$ cat src/rtl/mem_resp_stage.sv
// MEM stage: registers EXE bus, merges the data-SRAM read response (0 added cycles, 1-entry hold buffer), discards responses orphaned by flush.
// Stalls upstream via ms_allowin while a load waits or WB is blocked; `MEM_RESP_STALL_CNT_EN adds ms_stall_cnt.
module mem_resp_stage #(
  parameter int DATA_W    = 32,
  parameter int BUS_IN_W  = 174,
  parameter int MAX_OUTST = 2
) (
  input  logic                clk,
  input  logic                reset,
  input  logic                es_to_ms_valid,
  input  logic [BUS_IN_W-1:0] es_to_ms_bus,
  output logic                ms_allowin,
  input  logic                ws_allowin,
  output logic                ms_to_ws_valid,
  output logic [BUS_IN_W-46:0] ms_to_ws_bus,
  input  logic                data_sram_data_ok,
  input  logic [DATA_W-1:0]   data_sram_rdata,
  input  logic                es_req_inflight,
  input  logic                wb_ex,
  input  logic                wb_ertn,
  output logic                out_ms_valid,
  output logic                ms_wait_resp
`ifdef MEM_RESP_STALL_CNT_EN
  ,
  output logic [31:0]         ms_stall_cnt
`endif
);
  localparam int CNT_W = $clog2(MAX_OUTST + 1);
  localparam int OFF_W = $clog2(DATA_W / 8);

  logic                ms_valid;
  logic                buf_valid;
  logic [BUS_IN_W-1:0] ms_bus;
  logic [DATA_W-1:0]   buf_data;
  logic [CNT_W-1:0]    discard_cnt;

  logic [31:0] pc, alu_result, mem_result, final_result;
  logic [4:0]  dest, ld_op;
  logic        gr_we, res_from_mem, mem_req;
  assign pc           = ms_bus[31:0];
  assign alu_result   = ms_bus[63:32];
  assign dest         = ms_bus[68:64];
  assign gr_we        = ms_bus[69];
  assign res_from_mem = ms_bus[70];
  assign mem_req      = ms_bus[71];
  assign ld_op        = ms_bus[76:72];

  logic flush, cnt_zero, resp_live, ms_waiting, ms_ready_go, ms_leave, buf_load;
  assign flush       = wb_ex || wb_ertn;
  assign cnt_zero    = (discard_cnt == '0);
  assign resp_live   = data_sram_data_ok && cnt_zero;
  assign ms_waiting  = ms_valid && mem_req && !buf_valid;
  assign ms_ready_go = !mem_req || buf_valid || resp_live;
  assign ms_allowin  = !ms_valid || (ms_ready_go && ws_allowin);
  assign ms_to_ws_valid = ms_valid && ms_ready_go;
  assign ms_leave    = ms_to_ws_valid && ws_allowin;
  assign ms_wait_resp = ms_valid && mem_req && !ms_ready_go;
  assign out_ms_valid = ms_valid;

  // Early responses are only kept when EXE owns an unanswered request, so a
  // stale response after reset (nothing in flight) is simply dropped.
  assign buf_load = resp_live && !flush &&
                    ((ms_waiting && !ws_allowin) ||
                     (!ms_waiting && es_req_inflight &&
                      (!buf_valid || (ms_leave && mem_req))));

  logic [CNT_W+1:0] disc_sum;
  logic [CNT_W-1:0] discard_nxt;
  always_comb begin
    disc_sum = {2'b00, discard_cnt} - (CNT_W+2)'(data_sram_data_ok && !cnt_zero);
    if (flush)
      disc_sum = disc_sum + (CNT_W+2)'(ms_waiting && !data_sram_data_ok)
                          + (CNT_W+2)'(es_req_inflight);
    discard_nxt = (disc_sum > (CNT_W+2)'(MAX_OUTST)) ? CNT_W'(MAX_OUTST)
                                                      : disc_sum[CNT_W-1:0];
  end

  logic [DATA_W-1:0] mem_src, ld_shift;
  logic [OFF_W-1:0]  off;
  logic              mis_h, mis_w;
  assign mem_src  = buf_valid ? buf_data : data_sram_rdata;
  assign off      = alu_result[OFF_W-1:0];
  assign ld_shift = mem_src >> {off, 3'b000};
  assign mis_h    = alu_result[0];
  assign mis_w    = |alu_result[1:0];

  always_comb begin
    mem_result = '0;
    if (ld_op[4])                mem_result = {{24{ld_shift[7]}}, ld_shift[7:0]};
    else if (ld_op[3])           mem_result = {24'd0, ld_shift[7:0]};
    else if (ld_op[2] && !mis_h) mem_result = {{16{ld_shift[15]}}, ld_shift[15:0]};
    else if (ld_op[1] && !mis_h) mem_result = {16'd0, ld_shift[15:0]};
    else if (ld_op[0] && !mis_w) mem_result = ld_shift[31:0];
  end
  assign final_result = res_from_mem ? mem_result : alu_result;

  // Output keeps the low BUS_IN_W-45 bits; passthrough is the lowest bus bits above 76.
  logic [BUS_IN_W-1:0]  pt_all;
  logic [BUS_IN_W+69:0] out_full;
  assign pt_all       = ms_bus >> 77;
  assign out_full     = {pt_all, gr_we, dest, final_result, pc};
  assign ms_to_ws_bus = ms_valid ? out_full[BUS_IN_W-46:0] : '0;

  logic unused_ok;
  assign unused_ok = ^{ld_shift, out_full[BUS_IN_W+69:BUS_IN_W-45]};

  always_ff @(posedge clk or posedge reset) begin
    if (reset) begin
      ms_valid    <= 1'b0;
      buf_valid   <= 1'b0;
      discard_cnt <= '0;
    end else begin
      if (flush)           ms_valid <= 1'b0;
      else if (ms_allowin) ms_valid <= es_to_ms_valid;
      if (flush)                    buf_valid <= 1'b0;
      else if (buf_load)            buf_valid <= 1'b1;
      else if (ms_leave && mem_req) buf_valid <= 1'b0;
      discard_cnt <= discard_nxt;
    end
  end

  always_ff @(posedge clk) begin
    if (es_to_ms_valid && ms_allowin && !flush) ms_bus <= es_to_ms_bus;
    if (buf_load) buf_data <= data_sram_rdata;
  end

`ifdef MEM_RESP_STALL_CNT_EN
  always_ff @(posedge clk or posedge reset) begin
    if (reset)             ms_stall_cnt <= '0;
    else if (ms_wait_resp) ms_stall_cnt <= ms_stall_cnt + 32'd1;
  end
`endif
endmodule

$ cat config.mk
export PLATFORM = sky130hd
export DESIGN_NAME = mem_resp_stage
export DESIGN_NICKNAME = d
export VERILOG_FILES = /design/src/rtl/mem_resp_stage.sv
export SDC_FILE = /design/constraint.sdc
export NUM_CORES = 1
export LEC_CHECK = 0
export ABC_AREA = 0
export BUFFER_PORTS_ARGS = -buffer_cell sky130_fd_sc_hd__buf_2
export CAP_MARGIN = 10
export CORE_AREA = 2 2 140 142
export DETAILED_ROUTE_END_ITERATION = 8
export DIE_AREA = 0 0 142 144
export HOLD_SLACK_MARGIN = 0.15
export MAX_ROUTING_LAYER = met4
export PLACE_DENSITY = 0.76
export SKIP_CTS_REPAIR_TIMING = 1
export SYNTH_ARGS = -nofsm -noshare
export SYNTH_HDL_FRONTEND = slang
export SYNTH_SLANG_ARGS = --single-unit
$ cat constraint.sdc
create_clock -name clk -period 4.5 [get_ports clk]
set_clock_uncertainty 0.15 [all_clocks]
set_input_delay 0.225 -clock clk [delete_from_list [all_inputs] [get_ports clk]]
set_output_delay 0.225 -clock clk [all_outputs]
set_load 0.02 [all_outputs]
# Yosys cells after proc, flatten, opt, wreduce, memory -nomap -nowiden
# Cells that the tools add are included.
totals:
  ff_bits: 172
  latch_bits: 0
  ram_bits: 0
  rom_bits: 0
  in_bits: 214
  out_inout_bits: 133
  word_cells: 66
  mem_count: 0
classes:
  addsub: 3
  mul: 0
  div_mod_pow: 0
  order_cmp: 1
  eq_ne: 0
  shifts: 1
  n_mux: 15
  bitwise_logic: 0
  n_reduce_logical: 41
ops:
  columns: ["op", "n"]
  rows:
  - ["$mux W32", 7]
  - ["$mux W129", 1]
  - ["$shr A32 B5 Y32", 1]
  - ["$logic_and A1 B1 Y1", 20]
  - ["$logic_not A1 Y1", 11]
  - ["$logic_or A1 B1 Y1", 6]
  - ["$mux W1", 5]
  - ["$add A3 B2 Y4", 1]
  - ["$add A4 B1 Y4", 1]
  - ["$gt A4 B2 Y1 const B", 1]
  - ["$mux W4", 1]
  - ["$reduce_bool A3 Y1", 1]
  - ["$sub A2 B1 Y3", 1]
  - ["$logic_not A2 Y1", 1]
  - ["$mux W2", 1]
  - ["$reduce_bool A2 Y1", 1]
  - ["$reduce_or A2 Y1", 1]

# Depth between registers and ports, before layout
# Gate-level depths: netlist of the first run.
logic_depth:
  depth_word: 12
  ltp_mapped: 10
  depth_no_buf: 9

# Worst setup path after synthesis of the first run
# OpenSTA, ideal clock, no wires.
synth_timing:
  kind: "reg2reg"
  startpoint: "reg buf_valid"
  endpoint: "reg ms_bus[0], enable pin"
  setup_time_ns: 0.513
  t_arrival_ns: 4.656
  t_required_ns: 3.837
  path_slack_ns: -0.819
  stages_incl_launch_ff: 6
  n_path_buf: 2
  period_less_slack_ns: 5.319
  cell_sequence: "dfrtp_1 -> buf_6 -> buf_2 -> nor3b_1 -> o21ai_0 -> and3_1"
synth_between:
  elab_chain_len: 6
synth_lines:
  columns: ["element", "line", "source"]
  rows:
  - ["start: declaration", "32", "logic buf_valid;"]
  - ["start signal: assignment", "110", "buf_valid <= 1'b0;"]
  - ["start signal: assignment", "115", "if (flush) buf_valid <= 1'b0;"]
  - ["start signal: assignment", "116", "else if (buf_load) buf_valid <= 1'b1;"]
  - ["$logic_or A1 B1 Y1 (2 in a row)", "53", "assign ms_ready_go = !mem_req || buf_valid || resp_live;"]
  - ["$logic_and A1 B1 Y1", "54", "assign ms_allowin = !ms_valid || (ms_ready_go && ws_allowin);"]
  - ["$logic_or A1 B1 Y1", "54", null]
  - ["via ms_allowin", "12", "output logic ms_allowin,"]
  - ["$logic_and A1 B1 Y1 (2 in a row)", "123", "if (es_to_ms_valid && ms_allowin && !flush) ms_bus <= es_to_ms_bus;"]
  - ["end signal: assignment", "123", null]
  - ["end: declaration", "33", "logic [BUS_IN_W-1:0] ms_bus;"]
# The timed path passes the listed nets, and every way through them passes these cells.
# A chain may end at the register's enable or synchronous reset.

# Final worst setup path of the first run
layout_timing:
  startpoint: "reg buf_valid"
  endpoint: "out ms_to_ws_bus[40]"
layout_between:
  elab_chain_len: 9
layout_lines:
  columns: ["element", "line", "source"]
  rows:
  - ["$mux W32 (*)", "81", "assign mem_src = buf_valid ? buf_data : data_sram_rdata;"]
  - ["$shr A32 B5 Y32 (*)", "83", "assign ld_shift = mem_src >> {off, 3'b000};"]
  - ["$mux W32", "93", "else if (ld_op[0] && !mis_w) mem_result = ld_shift[31:0];"]
  - ["$mux W32", "92", "else if (ld_op[1] && !mis_h) mem_result = {16'd0, ld_shift[15:0]};"]
  - ["$mux W32", "91", "else if (ld_op[2] && !mis_h) mem_result = {{16{ld_shift[15]}}, ld_shift[15:0]};"]
  - ["$mux W32", "90", "else if (ld_op[3]) mem_result = {24'd0, ld_shift[7:0]};"]
  - ["$mux W32 (*)", "89", "if (ld_op[4]) mem_result = {{24{ld_shift[7]}}, ld_shift[7:0]};"]
  - ["$mux W32 (*)", "95", "assign final_result = res_from_mem ? mem_result : alu_result;"]
  - ["$mux W129 (*)", "102", "assign ms_to_ws_bus = ms_valid ? out_full[BUS_IN_W-46:0] : '0;"]
  - ["end: declaration", "15", "output logic [BUS_IN_W-46:0] ms_to_ws_bus,"]
# Mark *: on every way between the ends. The rest lies on a longest branch, timed or not.

==> results.yml, run 1 <==
logic_synthesis:
  synthAdderAreaFrac: 0.00767
  synth.distinct_cells: 45
  synth_compound_area_frac: 0.0774
  synth_fp_nets: 733
  synthXorXnorAreaFrac: 0
  synthSimpleGateAreaFrac: 0.135
  synth_top_family_by_area: "simple AND/OR/NAND/NOR gates"
  syn_area_mm2: 0.00750
  synth.top_cell.area_share: 0.672
  async_reset_ff_frac: 0.0233
  syn_area_per_cell_um2: 14.6
  synth_seq_cells: 172
  syn-instance-count: 515
  synth-edff-count: 168
  yosysTopAreaCell: "edfxtp_1"
  synthFlopType: "edfxtp_1"
  synth_area_leaders: "edfxtp_1, and2_1, mux4_2, mux2_2, o221a_1"
  muxShareOfSynthArea: 0.0694
  yosys_warnings: 0
  ys_seq_area_frac: 0.686
final_layout:
  final_cells: 1247
  layout.nets: 1210
  areaGrowthSynthToFinish_pct: 55.1
  final_common_cell: "buf_2"
  design_area_mm2: 0.0116
  final_cell_mix: "buf_2, dlygate4sd3_1, edfxtp_1"
  layout-drive-gt1-share: 0.385
  utilization: 0.610
clock_tree:
  numCtsBuffers: 17
  cts_htree_levels: 4
  cts_root_buffer: "clkbuf_16"
  cts_tree: "built"
  clk_pin_slew_ns: 0.07
  ctsLongestPathBuffers: 2
  clkLatencyLatePin_ns: 0.42
  clock-sinks: 172
flow_run:
  drv_cap: 0
timing:
  period_share: 0.813
  worst_pin_slew_ns: 0.936
  slew_headroom: 0.376
  max_freq_ghz: 0.273
  rsz0062_at_grt: "false"
  setup_viol: 0
  slew_viol_final: 0
  tns_ns: 0
  finalCriticalPeriod_ns: 3.66
  final-hold-violation-count: 0
  fin_ws_ns: 0.842
critical_path:
  crit_path_end_kind: "output pin"
  critical_path.max_fanout: 39
  arrival_ns: 3.28
  cp.required_ns: 4.12
  slowest_stage: "dfrtp_2"
  start_kind: "flop"
  path_class: "flop to output pin"
  crit_path_cell_trace: "nor2b_1 > a2111oi_0 > nor3_1 > o21ai_1 > a211oi_1 > buf_2"
  max_stage_delay_ns: 0.97
  worst-path-buf-inv: 1
  path_delay_family: "compound AO/OA/AOI/OAI gates"
global_routing:
  grt_pass1_vias: 5348
  grt_overflow_total: 0
  antenna_found_initial: 4
  track_usage: 0.197
  grt_start_max_net_pins: 118
  grt_pass1_wl_um: 28900
floorplan:
  dieWidth_um: 142
  dieArea_mm2: 0.0204
  start_util: 0.393
  core_area_mm2: 0.0191
  die_h_um: 144
  rows: 51
  top_level_ports: 347
placed_design:
  dp.cells: 1035
  place_area_mm2: 0.00927
  hpwl_um: 14700
  io_buffers: 308
  pre_cts_ws_ns: 1.27
  gp_congestion: 0.813
drt:
  drcViolationCount: 0
  antenna_left: 0
  wire_per_inst_um: 19.0
  drtPass1Iterations: 5
  vias: 6152
  drt_iter0_drc: 370
  route.met3.wl_um: 1400
  wl_met1_um: 9310
  wl_um: 23700
  highest_layer: "met4"
  via_per_inst: 4.93
  met2_length_um: 12400
power_and_ir_drop:
  comb_power_share: 0.138
  leakage_nw: 4.88
  switchingPower_w: 0.00101
  p_sw_frac: 0.262
  internal_power_w: 0.00285
  powerDensity_mw_per_mm2: 332
  pwr-share-clk: 0.384
  p_seq_frac: 0.479
  ir_drop_mv: 0.272
run_status:
  status: "finished, final reports clean"
hold_path:
  hold_path.class: "primary input to flop"
==> worst register-to-register path: cells and delay by family (launching register included) <==
| kind | cells | cell delay [ns] |
|---|---|---|
| AOI/OAI and AO/OA | 3 | 0.74 |
| buffers and inverters | 1 | 0.07 |
| adders and majority gates | 2 | 0.67 |
| DFF | 1 | 0.73 |
| and+or+nand+nor | 1 | 0.54 |
==> cells by family (layout without fill, tap and decap cells) <==
group / count (synthesis) / count (layout)
adder cells (fa/ha/maj): 4 / 4
AND/OR/NAND/NOR: 184 / 184
flip-flops: 172 / 172
other: 0 / 4
multiplexers: 32 / 32
buffers and inverters: 44 / 534
AO/OA/AOI/OAI: 79 / 79
==> metrics by stage <==
| step | power, W | hold WS, ns |
|---|---|---|
| floorplan | 0.00211 | -0.159 |
| global placement | 0.00227 | -0.0368 |
| detailed placement | 0.00228 | -0.0317 |
| CTS | 0.00375 | -0.488 |
| global route | 0.00400 | 0.176 |
| finish | 0.00387 | 0.159 |
==> sequential cells by signal, summed over array words and instances (netlist names) <==
signal	flops
buf_data	32
buf_valid	1
discard_cnt	2
ms_bus	136
out_ms_valid	1
==> final cells by class <==
class | instances | area (um^2)
inverter | 11 | 41.3
sequential | 172 | 5150
tap | 238 | 298
antenna | 4 | 10.0
clock inverter | 14 | 163
timing repair buffer | 491 | 3370
multi-input combinational | 299 | 2180
fill | 1419 | 7440
clock buffer | 18 | 429
==> layer usage <==
metal | track usage | vias up
li1 | - | 2875
met1 | 0.226 | 2954
met2 | 0.321 | 277
met3 | 0.0685 | 46
met4 | 0.0737 | 0
met5 | - | -
==> cell usage after synthesis, types with 6 or more instances <==
| cell | instances |
|---|---|
| buf_2 | 7 |
| a21oi_1 | 24 |
| nor2_1 | 41 |
| mux2_2 | 15 |
| and2_1 | 97 |
| o221a_1 | 14 |
| nand2_1 | 20 |
| clkbuf_1 | 21 |
| a211oi_1 | 9 |
| nor2b_1 | 6 |
| inv_1 | 10 |
| mux4_2 | 14 |
| edfxtp_1 | 168 |
| o31a_1 | 6 |
| o21ai_0 | 10 |
==> path summary, 6_finish.rpt <==
path,startpoint,end,slack [ns],cells past startpoint
setup / recovery,buf_valid$_DFFE_PP0P_,ms_to_ws_bus[40],0.84,6
hold / removal,data_sram_data_ok,discard_cnt[0]$_DFF_PP0_,0.16,4
setup reg to reg,buf_valid$_DFFE_PP0P_,discard_cnt[0]$_DFF_PP0_,1.52,7
hold reg to reg,discard_cnt[0]$_DFF_PP0_,discard_cnt[0]$_DFF_PP0_,0.60,3
max in group asynchronous,reset,out_ms_valid$_DFFE_PP0P_,3.35,4
min in group asynchronous,reset,out_ms_valid$_DFFE_PP0P_,0.67,4
==> power groups by stage <==
stage          registers (W)  logic [W]  clock network [W]
4_1_cts              0.00185   0.000400            0.00150
3_5_place_dp         0.00189   0.000398                  0
2_1_floorplan        0.00187   0.000243                  0
6_report             0.00185   0.000533            0.00148
3_3_place_gp         0.00188   0.000385                  0
5_1_grt              0.00186   0.000577            0.00157
Note: power is estimated with default switching activity, not from simulation.
==> run 2: changes to the inputs <==
ABC_AREA = 1   (was 0)
CORE_AREA = 2 2 145 147   (was 2 2 140 142)
DIE_AREA = 0 0 147 149   (was 0 0 142 144)
PLACE_DENSITY = 0.72   (was 0.76)
clock period = 3.6 ns   (was 4.5 ns; I/O delays follow)
==> results.yml, run 2 <==
run_status:
  status: "finished, final reports clean"
global_routing:
  antenna_found_initial: 2
  grt_start_max_net_pins: 84
  track_usage: 0.200
  grt_pass1_wl_um: 32500
  grt_overflow_total: 0
  grt_pass1_vias: 6352
floorplan:
  top_level_ports: 347
  dieArea_mm2: 0.0219
  core_area_mm2: 0.0206
  dieWidth_um: 147
  die_h_um: 149
  rows: 53
  start_util: 0.388
logic_synthesis:
  synth.top_cell.area_share: 0.632
  synth-edff-count: 168
  yosys.cell_count.top_type: "nand2_1"
  syn_area_mm2: 0.00798
  synth_fp_nets: 1035
  ys_seq_area_frac: 0.645
  ys_top_cells_by_count: "nand2_1, edfxtp_1, inv_1"
  synth_area_leaders: "edfxtp_1, nand2_1, inv_1, a21oi_1, nand3_1"
  synth.distinct_cells: 32
  yosys_warnings: 0
  yosysTopAreaCell: "edfxtp_1"
  synth_seq_cells: 172
  syn-instance-count: 817
  async_reset_ff_frac: 0.0233
  syn_area_per_cell_um2: 9.76
  synthFlopType: "edfxtp_1"
clock_tree:
  cts_tree: "built"
  clk_pin_slew_ns: 0.07
  ctsLongestPathBuffers: 2
  clock-sinks: 172
  cts_root_buffer: "clkbuf_16"
  numCtsBuffers: 17
  clkLatencyLatePin_ns: 0.42
  cts_htree_levels: 4
final_layout:
  design_area_mm2: 0.0121
  layout.nets: 1509
  areaGrowthSynthToFinish_pct: 52.2
  final_cell_mix: "nand2_1, buf_2, dlygate4sd3_1"
  layout-drive-gt1-share: 0.284
  regMostFlops: "ms_bus"
  fillCellCount: 1705
  top_regs: "ms_bus: 136 flops, buf_data: 32 flops, discard_cnt: 2 flops"
  final_cells: 1581
  largest_reg_flops: 136
timing:
  rsz0062_at_grt: "false"
  finalCriticalPeriod_ns: 2.90
  worst_pin_slew_ns: 0.784
  fin_ws_ns: 0.700
  final-hold-violation-count: 0
  hold-worst-slack_ns: 0.207
  period_share: 0.806
  slew_viol_final: 0
  max_freq_ghz: 0.345
  slew_headroom: 0.478
  setup_viol: 0
drt:
  wl_um: 25500
  via_per_inst: 4.72
  drtPass1Iterations: 5
  wire_per_inst_um: 16.1
  drcViolationCount: 0
  antenna_left: 0
  vias: 7456
  drt_iter0_drc: 524
critical_path:
  critical_path.max_fanout: 16
  cp.required_ns: 3.27
  crit_path_end_kind: "output pin"
  start_kind: "flop"
  reg2reg_depth: 9
  r2r-end: "out_ms_valid$_DFFE_PP0P_"
  arrival_ns: 2.57
  r2r_start: "out_ms_valid$_DFFE_PP0P_"
  path_class: "flop to output pin"
  reg2reg_slack_ns: 0.84
placed_design:
  dp.cells: 1370
  gp_congestion: 0.929
  pre_cts_ws_ns: 1.14
  hpwl_um: 16200
  io_buffers: 308
  place_area_mm2: 0.00977
hold_path:
  hold_end: "discard_cnt[0]$_DFF_PP0_"
  hold_start: "es_req_inflight"
  min_path_cells: 6
  hold_path.class: "primary input to flop"
power_and_ir_drop:
  ir_drop_mv: 0.270
  powerDensity_mw_per_mm2: 401
  leakage_nw: 6.10
flow_run:
  drv_cap: 0
==> run 2: cell types whose count changed after synthesis, sizes merged, moves of 9 or more <==
cell / before / now
o221a: 16 / 0
mux4: 14 / 0
a21oi: 24 / 55
o21ai: 11 / 38
nand2: 21 / 312
inv: 10 / 123
nor2: 41 / 11
and2: 97 / 0
a211oi: 9 / 0
nand3: 3 / 54
mux2: 17 / 0
==> run 2: logic make-up after synthesis <==
kind of cell               after synthesis  synth area share
AOI/OAI and AO/OA                       96            0.0618
and+or+nand+nor                        382             0.200
buffers and inverters                  163            0.0856
adders and majority gates                4           0.00722
DFF                                    172             0.645
==> run 2: worst max-delay path: stages (launching register included) <==
cell and delay, ns:
edfxtp_1 0.72, inv_1 0.20, nor2_4 0.25, nand2_1 0.12, nand4_2 0.27, nand3_1 0.11, nand2_1 0.07, nand2_1 0.07
a21oi_1 0.16, buf_2 0.19
==> run 2: worst max path at each step <==
stage | start | end | slack (ns) | cells after the start
after global placement | ms_bus[33]$_DFFE_PP_ | ms_to_ws_bus[51] | 1.17 | 9
after CTS | ms_bus[33]$_DFFE_PP_ | ms_to_ws_bus[51] | 0.67 | 9
after floorplan | out_ms_valid$_DFFE_PP0P_ | ms_bus[0]$_DFFE_PP_ | -0.17 | 8
final | ms_bus[33]$_DFFE_PP_ | ms_to_ws_bus[51] | 0.70 | 9
after detailed placement | ms_bus[33]$_DFFE_PP_ | ms_to_ws_bus[51] | 1.14 | 9
after global routing | ms_bus[33]$_DFFE_PP_ | ms_to_ws_bus[51] | 0.40 | 9
==> run 2: per-stage QoR <==
step / utilization / total power (W) / TNS [ns]
floorplan: - / 0.00269 / -23.38
global placement: 0.475 / 0.00290 / 0
CTS: 0.504 / 0.00474 / 0
finish: 0.591 / 0.00487 / 0
global route: 0.591 / 0.00505 / 0
detailed placement: 0.475 / 0.00292 / 0
==> run 2: cell type report <==
class	instances	area, um^2	share of cell area
Sequential cell	172	5150	0.424
Inverter	124	465	0.0383
Clock buffer	17	425	0.0350
Tap cell	275	344	0.0283
Multi-Input combinational cell	482	2180	0.180
Antenna cell	2	5.00	0.000412
Timing Repair Buffer	494	3410	0.280
Clock inverter	15	168	0.0138
==> run 2: layer usage <==
metal | GRT usage | share of wire
met1 | 0.221 | 0.38
met3 | 0.0520 | 0.057
met5 | - | 0
met2 | 0.349 | 0.54
met4 | 0.0764 | 0.029
==> run 2: where the power goes <==
group	internal (W)	switching (W)	total, W	leakage (nW)
Clock	0.000936	0.000885	0.00182	0.287
Sequential	0.00228	0.0000327	0.00231	1.58
Combinational	0.000332	0.000410	0.000742	4.23
==> run 3: changes to the inputs <==
clock period = 2.95 ns   (was 3.6 ns; I/O delays follow)
==> results.yml, run 3 (same netlist as run 2, synthesis figures left out) <==
run_status:
  status: "finished, final reports clean"
global_routing:
  grt_overflow_total: 0
  antenna_found_initial: 2
  grt_pass1_vias: 6419
  grt_use_met3: 0.0474
  grt_pass1_wl_um: 33400
  busiest_layer: "met2"
  grtUsageMet1: 0.230
  grt_start_max_net_pins: 71
  grt_util_met2: 0.357
  track_usage: 0.205
final_layout:
  layout.nets: 1516
  fillCellCount: 1703
  regMostFlops: "ms_bus"
  top_regs: "ms_bus: 136 flops, buf_data: 32 flops, discard_cnt: 2 flops"
  layout-drive-gt1-share: 0.287
  final_cells: 1588
  largest_reg_flops: 136
  final_cell_mix: "nand2_1, buf_2, dlygate4sd3_1"
  areaGrowthSynthToFinish_pct: 53.2
floorplan:
  rows: 53
  core_area_mm2: 0.0206
  die_h_um: 149
  dieWidth_um: 147
  start_util: 0.388
  top_level_ports: 347
  dieArea_mm2: 0.0219
hold_path:
  hold_path.class: "primary input to flop"
  min_path_cells: 6
critical_path:
  path_delay_family: "simple AND/OR/NAND/NOR gates"
  start_kind: "flop"
  cp_common_cell: "nand2_1"
  crit_path_end_kind: "output pin"
  arrival_ns: 2.49
  reg2reg_depth: 9
  path_class: "flop to output pin"
  critical_path.max_fanout: 16
  reg2reg_slack_ns: 0.19
  worst-path-buf-inv: 2
  cp.required_ns: 2.65
  slowest_stage: "edfxtp_1"
  max_stage_delay_ns: 0.54
  crit_cells: 11
  crit_path_cell_trace: "buf_4 > nor2_8 > nand2_4 > nor2_8 > nand3_1 > nand2_1 > nand3_1 > nand2_1 > nand2_1 > a21oi_1 > buf_2"
timing:
  finalCriticalPeriod_ns: 2.79
  hold-worst-slack_ns: 0.119
  fin_ws_ns: 0.160
  worst_pin_slew_ns: 0.487
  period_share: 0.946
  slew_viol_final: 0
  tns_ns: 0
  final-hold-violation-count: 0
  rsz0062_at_grt: "false"
  max_freq_ghz: 0.358
  slew_headroom: 0.676
  setup_viol: 0
placed_design:
  pre_cts_ws_ns: 0.505
  hpwl_um: 16200
  gp_congestion: 0.880
  dp.cells: 1370
  io_buffers: 308
flow_run:
  drv_cap: 0
clock_tree:
  clk_pin_slew_ns: 0.08
  clock-sinks: 172
  ctsLongestPathBuffers: 2
  cts_root_buffer: "clkbuf_16"
  clkLatencyLatePin_ns: 0.42
  cts_tree: "built"
  cts_htree_levels: 4
  numCtsBuffers: 17
drt:
  drtPass1Iterations: 5
  drt_iter0_drc: 533
  wl_um: 25800
  antenna_left: 0
  vias: 7473
  wire_per_inst_um: 16.2
  drcViolationCount: 0
  via_per_inst: 4.71
power_and_ir_drop:
  leakage_nw: 6.14
  internal_power_w: 0.00441
  p_sw_frac: 0.269
  switchingPower_w: 0.00162
  total_power_w: 0.00603
  p_seq_frac: 0.468
  powerDensity_mw_per_mm2: 493
  ir_drop_mv: 0.343
  pwr-share-clk: 0.381
  comb_power_share: 0.151
==> run 3: changes by cell type in the layout (fill, tap and decap cells not counted), sizes merged <==
cell / delta
buf: +6
bufinv: +1
clkbuf: +1
clkinvlp: -1
dlygate4sd3: +1
inv: -1
==> run 3: power by group through the flow <==
stage	Combinational [W]	Clock, W	Sequential, W
finish	0.000910	0.00230	0.00282
global route	0.000997	0.00241	0.00283
CTS	0.000695	0.00233	0.00282
detailed placement	0.000686	0	0.00288
global placement	0.000669	0	0.00287
floorplan	0.000424	0	0.00286
==> run 3: worst paths after layout <==
check                                         startpoint                       end
worst max-delay path                ms_bus[32]$_DFFE_PP_          ms_to_ws_bus[48]
worst min-delay path                     es_req_inflight  discard_cnt[0]$_DFF_PP0_
worst max register to register  out_ms_valid$_DFFE_PP0P_  out_ms_valid$_DFFE_PP0P_
worst min register to register      ms_bus[71]$_DFFE_PP_     buf_valid$_DFFE_PP0P_
max in group asynchronous                          reset  out_ms_valid$_DFFE_PP0P_
min in group asynchronous                          reset  discard_cnt[0]$_DFF_PP0_
==> run 3: routing by layer <==
metal / up-vias / routed length, um
met5: - / 0
met4: 0 / 811
met3: 56 / 1450
met2: 296 / 13800
met1: 3510 / 9690
li1: 3611 / -
==> run 3: area by class of cell <==
type / instances / area (um^2) / area share
tap: 275 / 344 / 0.0282
multi-input combinational: 482 / 2190 / 0.179
antenna: 2 / 5.00 / 0.000410
clock buffer: 18 / 429 / 0.0351
clock inverter: 14 / 174 / 0.0142
sequential: 172 / 5150 / 0.421
timing repair buffer: 501 / 3460 / 0.283
inverter: 124 / 468 / 0.0383
==> run 3: worst register-to-register path: stages (launching register included) <==
cell and delay [ns]:
dfrtp_4 0.74, nand2_4 0.10, nor2_2 0.16, nand2_1 0.08, inv_2 0.08, a21oi_4 0.04
nand2_2 0.12, dlygate4sd3_1 0.55, a21oi_1 0.05, dlygate4sd3_1 0.57
==> run 3: metrics by stage <==
stage	area, um^2	utilization
2_1_floorplan	8020	-
3_3_place_gp	9770	0.475
3_5_place_dp	9770	0.475
4_1_cts	10400	0.505
5_1_grt	12200	0.594
6_report	12200	0.594
